## src/rtl/instr_encoder.sv

```systemverilog
// instr_encoder
//   Packs symbolic LEGv8 instruction requests into 32-bit machine words and
//   writes them to consecutive instruction-memory addresses through a
//   one-entry output stage with backpressure.
//
// Ports
//   clk        : system clock, rising edge
//   reset      : asynchronous active-low reset
//   in_valid   : request present
//   in_ready   : request can be accepted this cycle (combinational)
//   op         : mnemonic (0 B .. 11 MOVZ, 12-15 illegal)
//   rd/rn/rm   : register fields
//   hw         : MOVK/MOVZ shift select
//   imm        : raw two's-complement immediate, interpreted per op
//   addr_load  : load write pointer from load_addr (low two bits forced to 0)
//   wr_en      : output word valid
//   wr_ready   : memory accepts the word
//   wr_addr    : byte address of wr_data
//   wr_data    : encoded instruction
//   err        : one-cycle pulse for a rejected request
//   err_sticky : set by any err pulse, cleared by reset only
//   count      : words written to memory, wrapping
module instr_encoder #(
  parameter int unsigned ADDR_WIDTH = 12
) (
  input  logic                  clk,
  input  logic                  reset,
  input  logic                  in_valid,
  output logic                  in_ready,
  input  logic [3:0]            op,
  input  logic [4:0]            rd,
  input  logic [4:0]            rn,
  input  logic [4:0]            rm,
  input  logic [1:0]            hw,
  input  logic [25:0]           imm,
  input  logic                  addr_load,
  input  logic [ADDR_WIDTH-1:0] load_addr,
  output logic                  wr_en,
  input  logic                  wr_ready,
  output logic [ADDR_WIDTH-1:0] wr_addr,
  output logic [31:0]           wr_data,
  output logic                  err,
  output logic                  err_sticky,
  output logic [ADDR_WIDTH-3:0] count
);

  localparam int unsigned AW    = ADDR_WIDTH;
  localparam int unsigned CNT_W = ADDR_WIDTH - 2;
  localparam int unsigned WORD_W = 32;

  localparam logic [3:0] OP_B     = 4'd0;
  localparam logic [3:0] OP_CBZ   = 4'd1;
  localparam logic [3:0] OP_B_LT  = 4'd2;
  localparam logic [3:0] OP_ADDS  = 4'd3;
  localparam logic [3:0] OP_SUBS  = 4'd4;
  localparam logic [3:0] OP_ADDI  = 4'd5;
  localparam logic [3:0] OP_LDUR  = 4'd6;
  localparam logic [3:0] OP_LDURB = 4'd7;
  localparam logic [3:0] OP_STUR  = 4'd8;
  localparam logic [3:0] OP_STURB = 4'd9;
  localparam logic [3:0] OP_MOVK  = 4'd10;
  localparam logic [3:0] OP_MOVZ  = 4'd11;

  // State registers
  logic              r_wr_en;
  logic [AW-1:0]     r_wr_addr;
  logic [WORD_W-1:0] r_wr_data;
  logic              r_err;
  logic              r_err_sticky;
  logic [CNT_W-1:0]  r_count;
  logic [AW-1:0]     r_ptr;

  // Next-state values
  logic              w_wr_en_nxt;
  logic [AW-1:0]     w_wr_addr_nxt;
  logic [WORD_W-1:0] w_wr_data_nxt;
  logic              w_err_nxt;
  logic              w_err_sticky_nxt;
  logic [CNT_W-1:0]  w_count_nxt;
  logic [AW-1:0]     w_ptr_nxt;

  logic              w_accept;
  logic              w_drain;
  logic              w_legal;
  logic [WORD_W-1:0] w_word;
  logic              w_br_ok;
  logic              w_dt_ok;
  logic              w_addi_ok;
  logic              w_mov_ok;
  logic [AW-1:0]     w_load_aligned;
  logic [AW-1:0]     w_base;

  // Immediate range checks: sign-extension of 19- and 9-bit fields, unsigned 12/16-bit
  assign w_br_ok   = (imm[25:18] == {8{imm[18]}});
  assign w_dt_ok   = (imm[25:8]  == {18{imm[8]}});
  assign w_addi_ok = (imm[25:12] == 14'd0);
  assign w_mov_ok  = (imm[25:16] == 10'd0);

  // Instruction packing and legality
  always_comb begin
    w_word  = '0;
    w_legal = 1'b0;
    case (op)
      OP_B: begin
        w_word  = {6'b000101, imm};
        w_legal = 1'b1;
      end
      OP_CBZ: begin
        w_word  = {8'b10110100, imm[18:0], rd};
        w_legal = w_br_ok;
      end
      OP_B_LT: begin
        w_word  = {8'b01010100, imm[18:0], 1'b0, 4'b1011};
        w_legal = w_br_ok;
      end
      OP_ADDS: begin
        w_word  = {11'b10101011000, rm, 6'b000000, rn, rd};
        w_legal = 1'b1;
      end
      OP_SUBS: begin
        w_word  = {11'b11101011000, rm, 6'b000000, rn, rd};
        w_legal = 1'b1;
      end
      OP_ADDI: begin
        w_word  = {10'b1001000100, imm[11:0], rn, rd};
        w_legal = w_addi_ok;
      end
      OP_LDUR: begin
        w_word  = {11'b11111000010, imm[8:0], 2'b00, rn, rd};
        w_legal = w_dt_ok;
      end
      OP_LDURB: begin
        w_word  = {11'b00111000010, imm[8:0], 2'b00, rn, rd};
        w_legal = w_dt_ok;
      end
      OP_STUR: begin
        w_word  = {11'b11111000000, imm[8:0], 2'b00, rn, rd};
        w_legal = w_dt_ok;
      end
      OP_STURB: begin
        w_word  = {11'b00111000000, imm[8:0], 2'b00, rn, rd};
        w_legal = w_dt_ok;
      end
      OP_MOVK: begin
        w_word  = {9'b111100101, hw, imm[15:0], rd};
        w_legal = w_mov_ok;
      end
      OP_MOVZ: begin
        w_word  = {9'b110100101, hw, imm[15:0], rd};
        w_legal = w_mov_ok;
      end
      default: begin
        w_word  = '0;
        w_legal = 1'b0;
      end
    endcase
  end

  // A new word may enter in the same cycle the held word drains
  assign in_ready = !r_wr_en || wr_ready;
  assign w_accept = in_valid && in_ready;
  assign w_drain  = r_wr_en && wr_ready;

  assign w_load_aligned = load_addr & ~AW'(3);
  assign w_base         = addr_load ? w_load_aligned : r_ptr;

  // Next-state logic for output stage, pointer, error flags and counter
  always_comb begin
    w_wr_en_nxt      = r_wr_en;
    w_wr_addr_nxt    = r_wr_addr;
    w_wr_data_nxt    = r_wr_data;
    w_ptr_nxt        = r_ptr;
    w_count_nxt      = r_count;
    w_err_nxt        = 1'b0;
    w_err_sticky_nxt = r_err_sticky;

    if (w_drain) begin
      w_wr_en_nxt = 1'b0;
      w_count_nxt = r_count + CNT_W'(1);
    end

    if (w_accept && w_legal) begin
      w_wr_en_nxt   = 1'b1;
      w_wr_addr_nxt = w_base;
      w_wr_data_nxt = w_word;
      w_ptr_nxt     = w_base + AW'(4);
    end else if (addr_load) begin
      // Pointer load without a legal accept leaves any held word untouched
      w_ptr_nxt = w_load_aligned;
    end

    if (w_accept && !w_legal) begin
      w_err_nxt        = 1'b1;
      w_err_sticky_nxt = 1'b1;
    end
  end

  // State register
  always_ff @(posedge clk or negedge reset) begin
    if (!reset) begin
      r_wr_en      <= 1'b0;
      r_wr_addr    <= '0;
      r_wr_data    <= '0;
      r_err        <= 1'b0;
      r_err_sticky <= 1'b0;
      r_count      <= '0;
      r_ptr        <= '0;
    end else begin
      r_wr_en      <= w_wr_en_nxt;
      r_wr_addr    <= w_wr_addr_nxt;
      r_wr_data    <= w_wr_data_nxt;
      r_err        <= w_err_nxt;
      r_err_sticky <= w_err_sticky_nxt;
      r_count      <= w_count_nxt;
      r_ptr        <= w_ptr_nxt;
    end
  end

  assign wr_en      = r_wr_en;
  assign wr_addr    = r_wr_addr;
  assign wr_data    = r_wr_data;
  assign err        = r_err;
  assign err_sticky = r_err_sticky;
  assign count      = r_count;

endmodule
```

## config.mk

```make
export PLATFORM = sky130hd
export DESIGN_NAME = instr_encoder
export DESIGN_NICKNAME = d
export VERILOG_FILES = /design/src/rtl/instr_encoder.sv
export SDC_FILE = /design/constraint.sdc
export NUM_CORES = 1
export LEC_CHECK = 0
export ABC_AREA = 1
export CAP_MARGIN = 15
export CORE_MARGIN = 10
export CORE_UTILIZATION = 47
export DETAILED_ROUTE_END_ITERATION = 8
export GPL_TIMING_DRIVEN = 0
export PLACE_DENSITY = 0.8
export SYNTH_ARGS = -nofsm -noshare
export SYNTH_HDL_FRONTEND = slang
export SYNTH_SLANG_ARGS = --single-unit
```

## constraint.sdc

```tcl
create_clock -name clk -period 1.7 [get_ports clk]
set_clock_uncertainty 0.15 [all_clocks]
set_input_delay 0.34 -clock clk [delete_from_list [all_inputs] [get_ports clk]]
set_output_delay 0.34 -clock clk [all_outputs]
set_load 0.05 [all_outputs]
```

### After elaboration in Yosys (flattened, before gate mapping)

Index checks and enable logic that the tools add are counted.
W data, S select, Z words.

* equality and inequality tests: 13
* mux-type cells: 7
* $add $sub $neg: 2
* reduce and logical (&&, ||, !) cells: 15

Operator list (count)
* $pmux W32 S12: 1
* $mux W12: 2
* $eq A17 B17 Y1: 1
* $eq A4 B3 Y1 const B: 4
* $eq A4 B4 Y1 const B: 4
* $logic_not A14 Y1: 1
* $add A12 B3 Y12 const B: 1
* $add A10 B1 Y10 const B: 1
* $logic_not A10 Y1: 1
* $eq A4 B2 Y1 const B: 2
* $eq A7 B7 Y1: 1
* $pmux W1 S5: 1
* $eq A4 B1 Y1 const B: 1
* $logic_and A1 B1 Y1: 4
* $logic_not A4 Y1: 1
* $reduce_or A2 Y1: 2
* $reduce_or A4 Y1: 1
* $mux W1: 3
* $reduce_or A3 Y1: 1
* $logic_not A1 Y1: 2
* $reduce_bool A2 Y1: 1
* $logic_or A1 B1 Y1: 1

* bits in registers: 69

### Longest topological paths before layout

* depth after elaboration: 6
* mapped depth: 12
* gate-level depth less buffers: 11

### Least setup slack after synthesis

Ideal clock, no wire load.

* path kind: flip-flop to flip-flop
* start: register r_wr_en, in the netlist wr_en
* end: register r_wr_en, in the netlist wr_en
* library setup time: 0.140 ns
* required time: 1.410 ns
* path buffers: 1
* cell stages (with the launch flop): 7
* arrival time: 1.773 ns
* slack: -0.362 ns
* cell sequence: dfrtp_1 nand2_1 nand2_1 inv_2 nand2_2 buf_4 nand2_1

* longest elaborated chain between the ends: 5
* elaborated cells between the ends (all ways): 7
* classes of those cells: 1 x mux; 6 x reduce/logical

RTL lines
* start, declared: RTL line 65 `logic r_wr_en;`
* start signal, assigned: RTL line 209 `r_wr_en <= w_wr_en_nxt;`
* $logic_not A1 Y1 (*): RTL line 160 `assign in_ready = !r_wr_en || wr_ready;`
* $logic_or A1 B1 Y1 (*): RTL line 160
* via in_ready: RTL line 29 `output logic in_ready,`
* $logic_and A1 B1 Y1 (*): RTL line 161 `assign w_accept = in_valid && in_ready;`
* $logic_and A1 B1 Y1 (*): RTL line 182 `if (w_accept && w_legal) begin`
* $mux W1 / $reduce_bool A2 Y1 (equally long branches)

The timed path passes the listed nets; every way through them passes the cells marked *.
A chain may end at the register's enable or synchronous reset.

### Worst setup path after layout

* start: input op[1]
* end: register r_wr_data[17], in the netlist wr_data[17]

* longest elaborated chain between the ends: 4
* elaborated cells between the ends (all ways): 19
* classes of those cells: 11 x eq/ne; 2 x mux; 6 x reduce/logical

RTL lines
* start, declared: RTL line 30 `input logic [3:0] op,`
* $eq A4 B4 Y1 (tied with other cells): RTL line 103 `case (op)`
* $reduce_or A4 Y1 (no source line) (tied with other cells)
* $pmux W1 S5: RTL line 103
* $logic_and A1 B1 Y1: RTL line 182
* end signal, assigned: RTL line 211 `r_wr_data <= w_wr_data_nxt;`
* end, declared: RTL line 67 `logic [WORD_W-1:0] r_wr_data;`

Several ways; a longest one is shown, not always the timed one.

==> results_dict.tcl <==
set metrics [dict create \
    crit_path_end "wr_data[17]$_DFFE_PN0P_" \
    grt_max_degree 70 \
    dieArea_sq_mm 0.0125 \
    antenna_found_initial 0 \
    min_from "wr_ready" \
    coreArea_sq_mm 0.00822 \
    yosysTopAreaCellShare_pct 43.6 \
    yosys.area.top_type "dfrtp_1" \
    cts_tree "done" \
    path_clk_slew_ns 0.08 \
    insertedDiodeCount 0 \
    ys_seq_area_share_pct 43.6 \
    reg2reg_slack_ns 0.06 \
    synth_area_leaders "dfrtp_1, nand2_1, nand3_1, inv_1, nor2_1" \
    die_h_um 112 \
    drt_first_pass_iters 5 \
    synth_area_sq_mm 0.00396 \
    synth_ff_type "dfrtp_1" \
    critPathRequiredTime_ns 1.84 \
    crit_type "in -> reg" \
    die_w_um 112 \
    crit_arrival_ns 1.84 \
    drt_iter0_drc 258 \
    dp_hpwl_um 10200 \
    fin_total_pwr_mw 6.30 \
    ff2ff_path_depth 6 \
    ant_nets 0 \
    numCtsBuffers 9 \
    netlist_instances 555 \
    drv_cap 0 \
    r2r_end "r_ptr[4]$_DFF_PN0_" \
    slew_violations 0 \
    combPwrFrac_pct 41.6 \
    worstMarginPinSlew_ns 0.887 \
    rsz0062_at_grt "true" \
    fin_crit_sh_pct 100 \
    ys_ff_latch 69 \
    overflow 0 \
    clock-sinks 69 \
    start_util_pct 48.2 \
    area_growth_pct 55.1 \
    cp_max_fo 6 \
    final_cell_mix "nand2_1, dfrtp_1, nand3_1" \
    place_congestion 0.922 \
    status "finished with violations" \
    syn_area_per_cell_sq_um 7.13 \
    setup_tns_ns -0.00141 \
    whs_ns 0.307 \
    setup_ws_ns -0.000759 \
    yosys_warnings 0 \
    num_vias 4520 \
    setup_viol 2 \
    drive_above_1_share_pct 27.5 \
    mostFrequentLayoutCell "nand2_1" \
    boundaryPins 122 \
    max_freq_mhz 588 \
    fin_nets 781 \
    grt_pass1_vias 4393 \
    grt_usage_pct 21.4 \
    syn-num-nets 622 \
    pwr-share-clk_pct 24.0 \
    end_kind "flop" \
    route.detailed.drc 0 \
    io_buffers 118 \
    hold_class "in -> reg" \
    synth-edff-count 0 \
    cp-start-kind "input pin" \
    relSlewSlack_pct 40.9 \
    power.internal_mw 3.62 \
    worstReg2RegStart "wr_en$_DFFE_PN0P_" \
    clk_latency_ns 0.35 \
    post-route-min-period_ns 1.70 \
    p_leak_nw 3.05 \
    post_drt_wl_per_cell_um 17.9 \
    p_seq_share_pct 34.4 \
    yosysUniqueCellTypes 31 \
    ir_worst_vdd_mv 0.558 \
    ys_async_sr_fraction_pct 100 \
    crit_start "op[1]" \
    drt_wl_total_um 14800 \
    via_per_inst 5.49 \
    netSwitchingPower_mw 2.68 \
    rows 33 \
    p_per_area_mw_per_mm2 1030 \
    violations "negative setup slack" \
    switching_share_pct 42.6 \
    htree_levels 3 \
    hold_viol 0 \
    cts_buffer_depth 2 \
    grt_pass1_wl_um 22300 \
    clockRootBuffer "clkbuf_8" \
]
## worst min-delay path by stage
stage / slack (ns) / to / cells past startpoint
floorplan: -0.11 / count[0]$_DFFE_PN0P_ / 0
global placement: 0.30 / wr_addr[4]$_DFFE_PN0P_ / 2
detailed placement: 0.31 / wr_data[21]$_DFFE_PN0P_ / 2
CTS: 0.30 / count[0]$_DFFE_PN0P_ / 3
global route: 0.34 / wr_data[14]$_DFFE_PN0P_ / 2
finish: 0.31 / wr_en$_DFFE_PN0P_ / 4
## flip-flops by register name, indices dropped and copies added (netlist names)
signal and cells:
count 10, err 1, err_sticky 1, r_ptr 12
wr_addr 12, wr_data 32, wr_en 1
## cells in the mapped netlist, types with 5 or more instances
master	count
a21oi_1	5
buf_1	5
buf_4	6
dfrtp_1	69
inv_1	40
nand2_1	240
nand3_1	66
nand4_1	13
nor2_1	38
o211ai_1	11
o21ai_0	5
xnor2_1	5
xor2_1	10
## what timing repair did
item                                    in CTS  in global routing
hold buffers                                 1                  0
setup buffers                               14                  8
hold endpoints to repair                    69                  0
gates cloned                                 1                  6
pin swaps                                    8                 23
endpoints found under the setup margin     116                 64
resized for setup                          247                 86
## final cells by class
| class | count | area [sq um] |
|---|---|---|
| Buffer | 22 | 215 |
| Clock buffer | 10 | 128 |
| Clock inverter | 6 | 88.8 |
| Fill cell | 626 | 2080 |
| Inverter | 45 | 174 |
| Multi-Input combinational cell | 420 | 2200 |
| Sequential cell | 69 | 1730 |
| Tap cell | 105 | 131 |
| Timing Repair Buffer | 147 | 1470 |
## per-layer routing
metal	global-route usage (%)	routed length [um]
met5	0	0
met3	7.30	1500
met1	25.5	5920
met4	7.20	331
met2	35.3	7030
## power by group through the flow
stage / combinational (mW) / clock (mW) / sequential (mW)
floorplan: 0.581 / 0 / 3.13
global placement: 2.49 / 0 / 2.17
detailed placement: 2.52 / 0 / 2.18
CTS: 2.49 / 1.51 / 2.16
global route: 2.78 / 1.58 / 2.21
finish: 2.62 / 1.51 / 2.17
## metrics by stage
| stage | utilization [%] | setup WS (ns) | instance area [sq um] | instances |
|---|---|---|---|---|
| 2_1_floorplan | - | -0.0495 | 3990 | 555 |
| 3_3_place_gp | 64.5 | -2.33 | 5300 | 778 |
| 3_5_place_dp | 64.4 | -0.903 | 5300 | 778 |
| 4_1_cts | 70.8 | 0.00356 | 5820 | 810 |
| 5_1_grt | 74.7 | -0.0717 | 6140 | 824 |
| 6_report | 74.7 | -0.000759 | 6140 | 824 |
## kinds of logic (layout without fill, tap and decap cells)
family,count (synthesis),in the layout,share of synthesized area [%]
simple gates,367,368,38.3
flops,69,69,43.6
buf+inv,67,230,7.81
mux,1,1,0.284
fa+ha+maj,3,3,0.948
compound gates,33,33,5.72
xor+xnor,15,15,3.32
## critical path: stages
cell	delay, ns
clkbuf_4	0.18
nor2_2	0.27
nand2_1	0.16
nand2_4	0.10
nor2_1	0.04
nand2_1	0.08
nor2_2	0.05
nand2_4	0.15
clkbuf_16	0.19
clkbuf_16	0.13
nand3_1	0.06
nand2_1	0.08
Note: power is estimated with default switching activity, not from simulation.
